`config.mk`:
```
export PLATFORM = sky130hd
export DESIGN_NAME = cla_pipe
export DESIGN_NICKNAME = d
export VERILOG_FILES = /design/src/rtl/cla_pipe.sv
export SDC_FILE = /design/constraint.sdc
export NUM_CORES = 1
export LEC_CHECK = 0
export BUFFER_PORTS_ARGS = -buffer_cell sky130_fd_sc_hd__buf_2
export CAP_MARGIN = 20
export CELL_PAD_IN_SITES_DETAIL_PLACEMENT = 0
export CELL_PAD_IN_SITES_GLOBAL_PLACEMENT = 1
export CORE_MARGIN = 2
export CORE_UTILIZATION = 48
export DETAILED_ROUTE_END_ITERATION = 7
export PLACE_DENSITY = 0.8
export SYNTH_ARGS = -nofsm -noshare
export SYNTH_HDL_FRONTEND = slang
export SYNTH_SLANG_ARGS = --single-unit
```
`constraint.sdc`:
```
create_clock -name clock -period 6.64 [get_ports clock]
set_input_delay 0.996 -clock clock [delete_from_list [all_inputs] [get_ports clock]]
set_output_delay 0.996 -clock clock [all_outputs]
set_load 0.01 [all_outputs]
```
`src/rtl/cla_pipe.sv`:
```
`default_nettype none
// +--------------------------------------------------------------------------+
// | cla_pipe : segmented carry-lookahead adder/subtractor, one SEG-bit        |
// |            segment per pipeline stage, global-stall valid/ready flow.     |
// | Revision : 1.0                                                            |
// +--------------------------------------------------------------------------+
module cla_pipe #(
    parameter int WIDTH = 32,
    parameter int SEG   = 8
) (
    input  logic             clock,
    input  logic             reset_n,
    input  logic             in_valid,
    output logic             in_ready,
    input  logic [WIDTH-1:0] A,
    input  logic [WIDTH-1:0] B,
    input  logic             Cin,
    input  logic             sub,
    output logic             out_valid,
    input  logic             out_ready,
    output logic [WIDTH-1:0] Sum,
    output logic             Cout,
    output logic             signed_ovf,
    output logic             zero
);
    localparam int NSEG = WIDTH / SEG;

    logic             valid_q [NSEG];
    logic             carry_q [NSEG];
    logic [WIDTH-1:0] sum_q   [NSEG];
    logic [WIDTH-1:0] a_q     [NSEG];
    logic [WIDTH-1:0] b_q     [NSEG];
    logic             ovf_q;
    logic             zero_q;
    logic             w_advance;

    // Every carry is a flat sum-of-products of g/p terms and the segment carry-in.
    function automatic logic [SEG:0] cla_add(input logic [SEG-1:0] a,
                                             input logic [SEG-1:0] b,
                                             input logic           cin);
        logic [SEG-1:0] g;
        logic [SEG-1:0] p;
        logic [SEG:0]   c;
        logic           term;
        g    = a & b;
        p    = a ^ b;
        c    = '0;
        c[0] = cin;
        for (int i = 0; i < SEG; i++) begin
            term = cin;
            for (int j = 0; j <= i; j++) term = term & p[j];
            c[i+1] = term;
            for (int j = 0; j <= i; j++) begin
                term = g[j];
                for (int m = j + 1; m <= i; m++) term = term & p[m];
                c[i+1] = c[i+1] | term;
            end
        end
        return {c[SEG], p ^ c[SEG-1:0]};
    endfunction

    assign w_advance = ~valid_q[NSEG-1] | out_ready;
    assign in_ready  = w_advance;

    for (genvar k = 0; k < NSEG; k++) begin : g_stage
        logic [WIDTH-1:0] w_a;
        logic [WIDTH-1:0] w_b;
        logic [WIDTH-1:0] w_s_in;
        logic [WIDTH-1:0] w_s_out;
        logic             w_c;
        logic             w_v;
        logic [SEG:0]     w_seg;

        if (k == 0) begin : g_head
            assign w_a    = A;
            assign w_b    = sub ? ~B : B;
            assign w_c    = sub | Cin;
            // Loads only happen on advance, where in_ready is 1.
            assign w_v    = in_valid;
            assign w_s_in = '0;
        end else begin : g_body
            assign w_a    = a_q[k-1];
            assign w_b    = b_q[k-1];
            assign w_c    = carry_q[k-1];
            assign w_v    = valid_q[k-1];
            assign w_s_in = sum_q[k-1];
        end

        assign w_seg = cla_add(w_a[k*SEG +: SEG], w_b[k*SEG +: SEG], w_c);

        always_comb begin
            w_s_out                = w_s_in;
            w_s_out[k*SEG +: SEG]  = w_seg[SEG-1:0];
        end

        // Invalid slots carry zeros so the final stage presents 0 when idle.
        always_ff @(posedge clock) begin
            if (!reset_n) begin
                valid_q[k] <= 1'b0;
                carry_q[k] <= 1'b0;
                sum_q[k]   <= '0;
                a_q[k]     <= '0;
                b_q[k]     <= '0;
            end else if (w_advance) begin
                valid_q[k] <= w_v;
                carry_q[k] <= w_v & w_seg[SEG];
                sum_q[k]   <= w_v ? w_s_out : '0;
                a_q[k]     <= w_a;
                b_q[k]     <= w_b;
            end
        end

        if (k == NSEG - 1) begin : g_tail
            always_ff @(posedge clock) begin
                if (!reset_n) begin
                    ovf_q  <= 1'b0;
                    zero_q <= 1'b0;
                end else if (w_advance) begin
                    ovf_q  <= w_v & (w_a[WIDTH-1] == w_b[WIDTH-1])
                                  & (w_s_out[WIDTH-1] != w_a[WIDTH-1]);
                    zero_q <= w_v & (w_s_out == '0);
                end
            end
        end
    end

    assign out_valid  = valid_q[NSEG-1];
    assign Sum        = sum_q[NSEG-1];
    assign Cout       = carry_q[NSEG-1];
    assign signed_ovf = ovf_q;
    assign zero       = zero_q;

endmodule
`default_nettype wire

```
==> run metrics, run 1 <==
drc violations 0; Power per Cell Area 265 mW/mm²; largest family of logic cells by synthesized area simple AND/OR/NAND/NOR gates; Worst Hold Depth 2; CP Class primary input to register; Final Setup Violations 0; DRT iter0 DRCs 296; ANT nets after route 0; clock slew at reported path FFs 70 ps; number of synthesized flops with an enable pin 182; clock skew 6.56 ps; Async SR Flop Fraction 0; first-pass GRT wire length 22.0 mm; CP Capture Type register; WHS Endpoint signed_ovf$_SDFFE_PN0N_; Num Clock Sinks 186; slew margin rel. 0.374; RSZ-0062 raised after global routing no; Tmin final 3520 ps; slowest CP cell buf_2; Worst R2R Start valid_q[3]$_DFFE_PP_; crit start category primary input; DP HPWL 9.22 mm; full die area 0.0185 mm²; Max-Cap Viols 0; Synth Area in XOR/XNOR 0.0428; Worst R2R Path Depth 6; maximum buffer depth of the clock tree 2; CTS Hold Bufs 0; HP Start signed_ovf$_SDFFE_PN0N_; WP data required 6810 ps; placed cell areas 0.00910 mm²; Avg Cell Area, Syn 13.6 µm²; Fmax 0.284 GHz; grt ovf 0; Via density 5.07; period utilisation layout 0.530; Post-Route WL 13.4 mm; Final Hold Fails 0; Die X 136 µm; wire per inst 14.1 µm; post-synthesis adder-cell area fraction 0.0633; post-CTS setup buffers 0; nets 822; Vias 4813; Leak 4.61 nW; row count 48; Die Ht 136 µm; area delta synth->final 16.4%; R2R Path End b_q[0][18]$_SDFFCE_PN0P_; I/O Pins 107; post-synthesis sequential area ratio 0.661; leading cell types in the layout, fill and taps excluded edfxtp_1 (182), and3_1 (117), buf_2 (106); Yosys warnings 0; Max Transition Viols Final 0; Cell variety after synth 43; multi-input logic area 0.00268 mm²; CTS Buf Count 17; CTS tree built; worst hold-check path type register to register; Ant. Diodes 0; Seq cells post-synth 186; vias in the first global route 4493; Filler Cells Inserted 1423; Arr. time, crit path 3690 ps; drt first pass iters 4; largest net degree at the start of global routing 132; Post-Syn Instances 615; pin slew with the least headroom to its limit 938 ps; Clock Latency Late Sink 430 ps; design area 0.00976 mm²; reg-to-reg slack, setup 3590 ps; worst hold margin 480 ps; PostCTS Resize Cnt 0; Initial Utilization 0.488; Synth Area in Compound Gates 0.0440; Post-Syn Area 0.00838 mm²; worst vdd ir 0.197 mV; commonest non-fill, non-tap cell in the layout edfxtp_1; htree depth 4; Synth Area in Simple Gates 0.169; syn_nets 725; antenna violations before repair 0; Top FF cell, synth edfxtp_1; mux contribution to synthesized area 0; Routability Congestion 0.820; CP Cell Sequence buf_2, xor2_1, ha_1, ha_1, o21a_1, o21a_1, o211a_1, or4_1, and3_1; fraction of layout cells with a size suffix above 1 0.200; CP peak stage delay 640 ps; Global Route Usage Sum 0.155; final design utilization 0.568; status finished, final reports clean; Crit Path Max Fanout 33; TNS Setup 0 ps; core area 0.0172 mm²; Clock Tree Root clkbuf_16; Sequential Area 0.00555 mm²; I/O Buffers 106
-- state kept, by name, indices dropped and copies added, names as in the netlist --
name        count
sum_q          80
a_q            48
b_q            48
carry_q         4
valid_q         4
signed_ovf      1
zero            1
-- worst max-delay path, delay by kind of cell --
family	cells	cell delay, ps
compound gates	3	660
xor+xnor	1	260
fa+ha+maj	2	450
buf+inv	1	640
simple gates	2	670
-- how the worst max path moves through the flow --
stage / from / to / slack, ps / cells past startpoint
4_1_cts: sub / sum_q[0][6]$_SDFFCE_PN0P_ / 3130 / 9
3_3_place_gp: out_ready / b_q[0][10]$_SDFFCE_PN0P_ / 2780 / 6
2_1_floorplan: out_ready / a_q[0][10]$_SDFFCE_PN0P_ / 1240 / 4
5_1_grt: sub / sum_q[0][6]$_SDFFCE_PN0P_ / 2950 / 9
6_report: sub / sum_q[0][6]$_SDFFCE_PN0P_ / 3120 / 9
3_5_place_dp: sub / sum_q[0][6]$_SDFFCE_PN0P_ / 2680 / 9
-- report_power, final --
part	internal (W)	switching (W)	leakage, nW
clock	0.000633	0.000413	0.306
combinational	0.0000857	0.0000988	2.09
sequential	0.00134	0.0000198	2.21
-- synth_stat cells (8+ instances only) --
cell        n  area share
edfxtp_1  182        0.65
o21a_1     11      0.0099
and2_1     13      0.0097
nor2_1     44       0.020
nor3b_1     8      0.0072
a21oi_1    10      0.0060
and3_1    117       0.087
inv_1      11      0.0049
nor3_1     18       0.011
nand2_1    13      0.0058
clkbuf_1   29       0.013
ha_1       36       0.054
o21ai_0    13      0.0078
xnor2_1    30       0.031
nand3_1    10      0.0060
xor2_1     11       0.011
-- metal layers --
metal	vias to the layer above	track usage	part of all wire
li1	2502	-	-
met1	2163	0.223	0.50
met2	127	0.220	0.43
met3	21	0.0365	0.051
met4	0	0.0764	0.018
met5	-	0	0
-- stage by stage --
| stage | cells | power (W) | setup slack (ps) |
|---|---|---|---|
| 6_report | 950 | 0.00259 | 3120 |
| 5_1_grt | 950 | 0.00268 | 2950 |
| 4_1_cts | 949 | 0.00262 | 3130 |
| 3_5_place_dp | 917 | 0.00157 | 2680 |
| 3_3_place_gp | 917 | 0.00156 | 2780 |
| 2_1_floorplan | 615 | 0.00151 | 1240 |
-- logic make-up after synthesis --
kind of cell	after synthesis
AND/OR/NAND/NOR	251
flip-flops	186
AO/OA/AOI/OAI	54
buffers and inverters	43
XOR/XNOR	41
adder cells (fa/ha/maj)	40
-- layout make-up --
class	count	area share
flip-flops and latches	186	0.568
multi-input cells	386	0.274
repair buffers	110	0.0595
clock buffers	18	0.0440
well taps	225	0.0289
clock inverters	14	0.0203
inverters	11	0.00474
(Power assumes the default switching activity.)
==> run 2, diff against run 1 <==
clock period = 3.43 ns   (was 6.64 ns; I/O delays follow)
==> run metrics, run 2 (synthesized netlist as in run 1, its figures left out) <==
Design Power 0.00487 W (was 0.00259 W); Via density 5.06 (was 5.07); post-CTS setup buffers 0 (unchanged); P_sw 0.00104 W (was 0.000532 W); Leak 4.59 nW (was 4.61 nW); core area 0.0172 mm² (unchanged); first-pass GRT wire length 21.9 mm (was 22.0 mm); area delta synth->final 15.9% (was 16.4%); Worst R2R Path Depth 7 (was 6); grt ovf 0 (unchanged); Max-Cap Viols 0 (unchanged); Internal Pwr Total 0.00383 W (was 0.00206 W); TNS Setup 0 ps (unchanged); Largest register FFs 80 (unchanged); CTS Hold Bufs 0 (unchanged); fraction of layout cells with a size suffix above 1 0.204 (was 0.200); leading cell types in the layout, fill and taps excluded edfxtp_1 (182), and3_1 (117), buf_2 (106) (unchanged); Initial Utilization 0.488 (unchanged); R2R Path End sum_q[1][14]$_SDFFCE_PN0P_ (was b_q[0][18]$_SDFFCE_PN0P_); commonest non-fill, non-tap cell in the layout edfxtp_1 (unchanged); Crit Path Max Fanout 12 (was 33); Ant. Diodes 0 (unchanged); CP Class primary input to register (unchanged); Fmax 0.400 GHz; Tmin final 2500 ps; Clock Latency Late Sink 430 ps (about the same); vias in the first global route 4535 (was 4493); PostCTS Resize Cnt 0 (unchanged); sequential share of power 0.539 (was 0.525); I/O Pins 107 (unchanged); Die X 136 µm (unchanged); CTS tree built (unchanged); worst hold margin 393 ps (was 480 ps); wire per inst 14.0 µm (was 14.1 µm); Filler Cells Inserted 1432 (was 1423); nets 824 (was 822); Clk pwr share 0.387 (was 0.404); Vias 4808 (was 4813); Max Transition Viols Final 0 (unchanged); slew margin rel. 0.370 (was 0.374); crit start category primary input (unchanged); Final Setup Violations 0 (unchanged); largest net degree at the start of global routing 149 (was 132); Die Ht 136 µm (unchanged); pin slew with the least headroom to its limit 945 ps (was 938 ps); Num Clock Sinks 186 (unchanged); htree depth 4 (unchanged); Worst R2R Start a_q[0][8]$_SDFFCE_PN0P_ (was valid_q[3]$_DFFE_PP_); Comb pwr share 0.073 (was 0.071); WP data required 3610 ps (was 6810 ps); maximum buffer depth of the clock tree 2 (unchanged); Clock Tree Root clkbuf_16 (unchanged); drt first pass iters 4 (unchanged); RSZ-0062 raised after global routing no (unchanged); Final Hold Fails 0 (unchanged); HP Start A[27] (was signed_ovf$_SDFFE_PN0N_); Power per Cell Area 501 mW/mm² (was 265 mW/mm²); CP Capture Type register (unchanged); clock slew at reported path FFs 70 ps (about the same); DP HPWL 9.14 mm (was 9.22 mm); Routability Congestion 0.834 (was 0.820); CTS Buf Count 17 (unchanged); worst vdd ir 0.364 mV (was 0.197 mV); Arr. time, crit path 2680 ps (was 3690 ps); Global Route Usage Sum 0.153 (was 0.155); ANT nets after route 0 (unchanged); I/O Buffers 106 (unchanged); status finished, final reports clean (unchanged); full die area 0.0185 mm² (unchanged); period utilisation layout 0.729; DRT iter0 DRCs 258 (was 296); WHS Endpoint a_q[0][27]$_SDFFCE_PN0P_ (was signed_ovf$_SDFFE_PN0N_); antenna violations before repair 0 (unchanged); Worst Hold Depth 2 (unchanged); drc violations 0 (unchanged); Post-Route WL 13.3 mm (was 13.4 mm); clock skew 16.5 ps (was 6.56 ps); sw frac 0.213 (was 0.205); reg-to-reg slack, setup 940 ps (was 3590 ps); worst hold-check path type primary input to register (was register to register); row count 48 (unchanged); biggest regs sum_q (80), a_q (48), b_q (48) (unchanged); Top reg by flops sum_q (unchanged)
[run 2: cell types whose count changed in the layout (fill, tap and decap cells not counted), moves of 2 or more]
| cell | delta |
|---|---|
| buf_4 | +2 |
| bufinv_16 | -2 |
| clkinv_4 | -2 |
| clkinvlp_4 | +2 |
[run 2: layout make-up]
| cell class | instances | area, µm² | share of cell area |
|---|---|---|---|
| Sequential cell | 186 | 5550 | 0.571 |
| Multi-Input combinational cell | 386 | 2690 | 0.277 |
| Timing Repair Buffer | 112 | 588 | 0.0605 |
| Clock buffer | 17 | 425 | 0.0438 |
| Tap cell | 225 | 282 | 0.0290 |
| Clock inverter | 14 | 145 | 0.0149 |
| Inverter | 11 | 45.0 | 0.00463 |
[run 2: power by group through the flow]
stage	clock (W)	combinational (W)	sequential (W)
3_3_place_gp	0	0.000347	0.00267
2_1_floorplan	0	0.000253	0.00266
5_1_grt	0.00202	0.000407	0.00264
4_1_cts	0.00192	0.000359	0.00263
6_report	0.00189	0.000356	0.00263
3_5_place_dp	0	0.000356	0.00268
[run 2: worst max-delay path by stage]
| stage | cells after the start | from | slack [ps] | endpoint |
|---|---|---|---|---|
| after CTS | 7 | a_q[0][8]$_SDFFCE_PN0P_ | 950 | sum_q[1][14]$_SDFFCE_PN0P_ |
| after detailed placement | 9 | sub | 500 | sum_q[0][6]$_SDFFCE_PN0P_ |
| after global routing | 7 | a_q[0][8]$_SDFFCE_PN0P_ | 850 | sum_q[1][14]$_SDFFCE_PN0P_ |
| final | 9 | sub | 930 | sum_q[0][6]$_SDFFCE_PN0P_ |
| after global placement | 9 | sub | 560 | sum_q[0][6]$_SDFFCE_PN0P_ |
| after floorplan | 4 | out_ready | -630 | a_q[0][10]$_SDFFCE_PN0P_ |
[run 2: routing by layer]
metal / track usage / part of all wire / vias to the layer above
li1: - / - / 2507
met2: 0.223 / 0.44 / 113
met3: 0.0406 / 0.048 / 16
met1: 0.223 / 0.50 / 2172
met4: 0.0521 / 0.013 / 0
met5: 0 / 0 / -
[run 2: critical path, stage by stage]
cell     delay, ps
buf_2          120
buf_4          190
or2_2          320
ha_1           200
o21a_1         180
o21a_1         220
o211a_1        260
or4_1          480
and3_1         190
[run 2: per-stage QoR]
| step | setup slack, ps | utilization | area, µm² | std cells |
|---|---|---|---|---|
| CTS | 947 | 0.566 | 9720 | 951 |
| floorplan | -631 | - | 8410 | 615 |
| detailed placement | 503 | 0.533 | 9150 | 920 |
| global placement | 561 | 0.533 | 9150 | 920 |
| finish | 928 | 0.566 | 9720 | 951 |
| global route | 847 | 0.566 | 9720 | 951 |
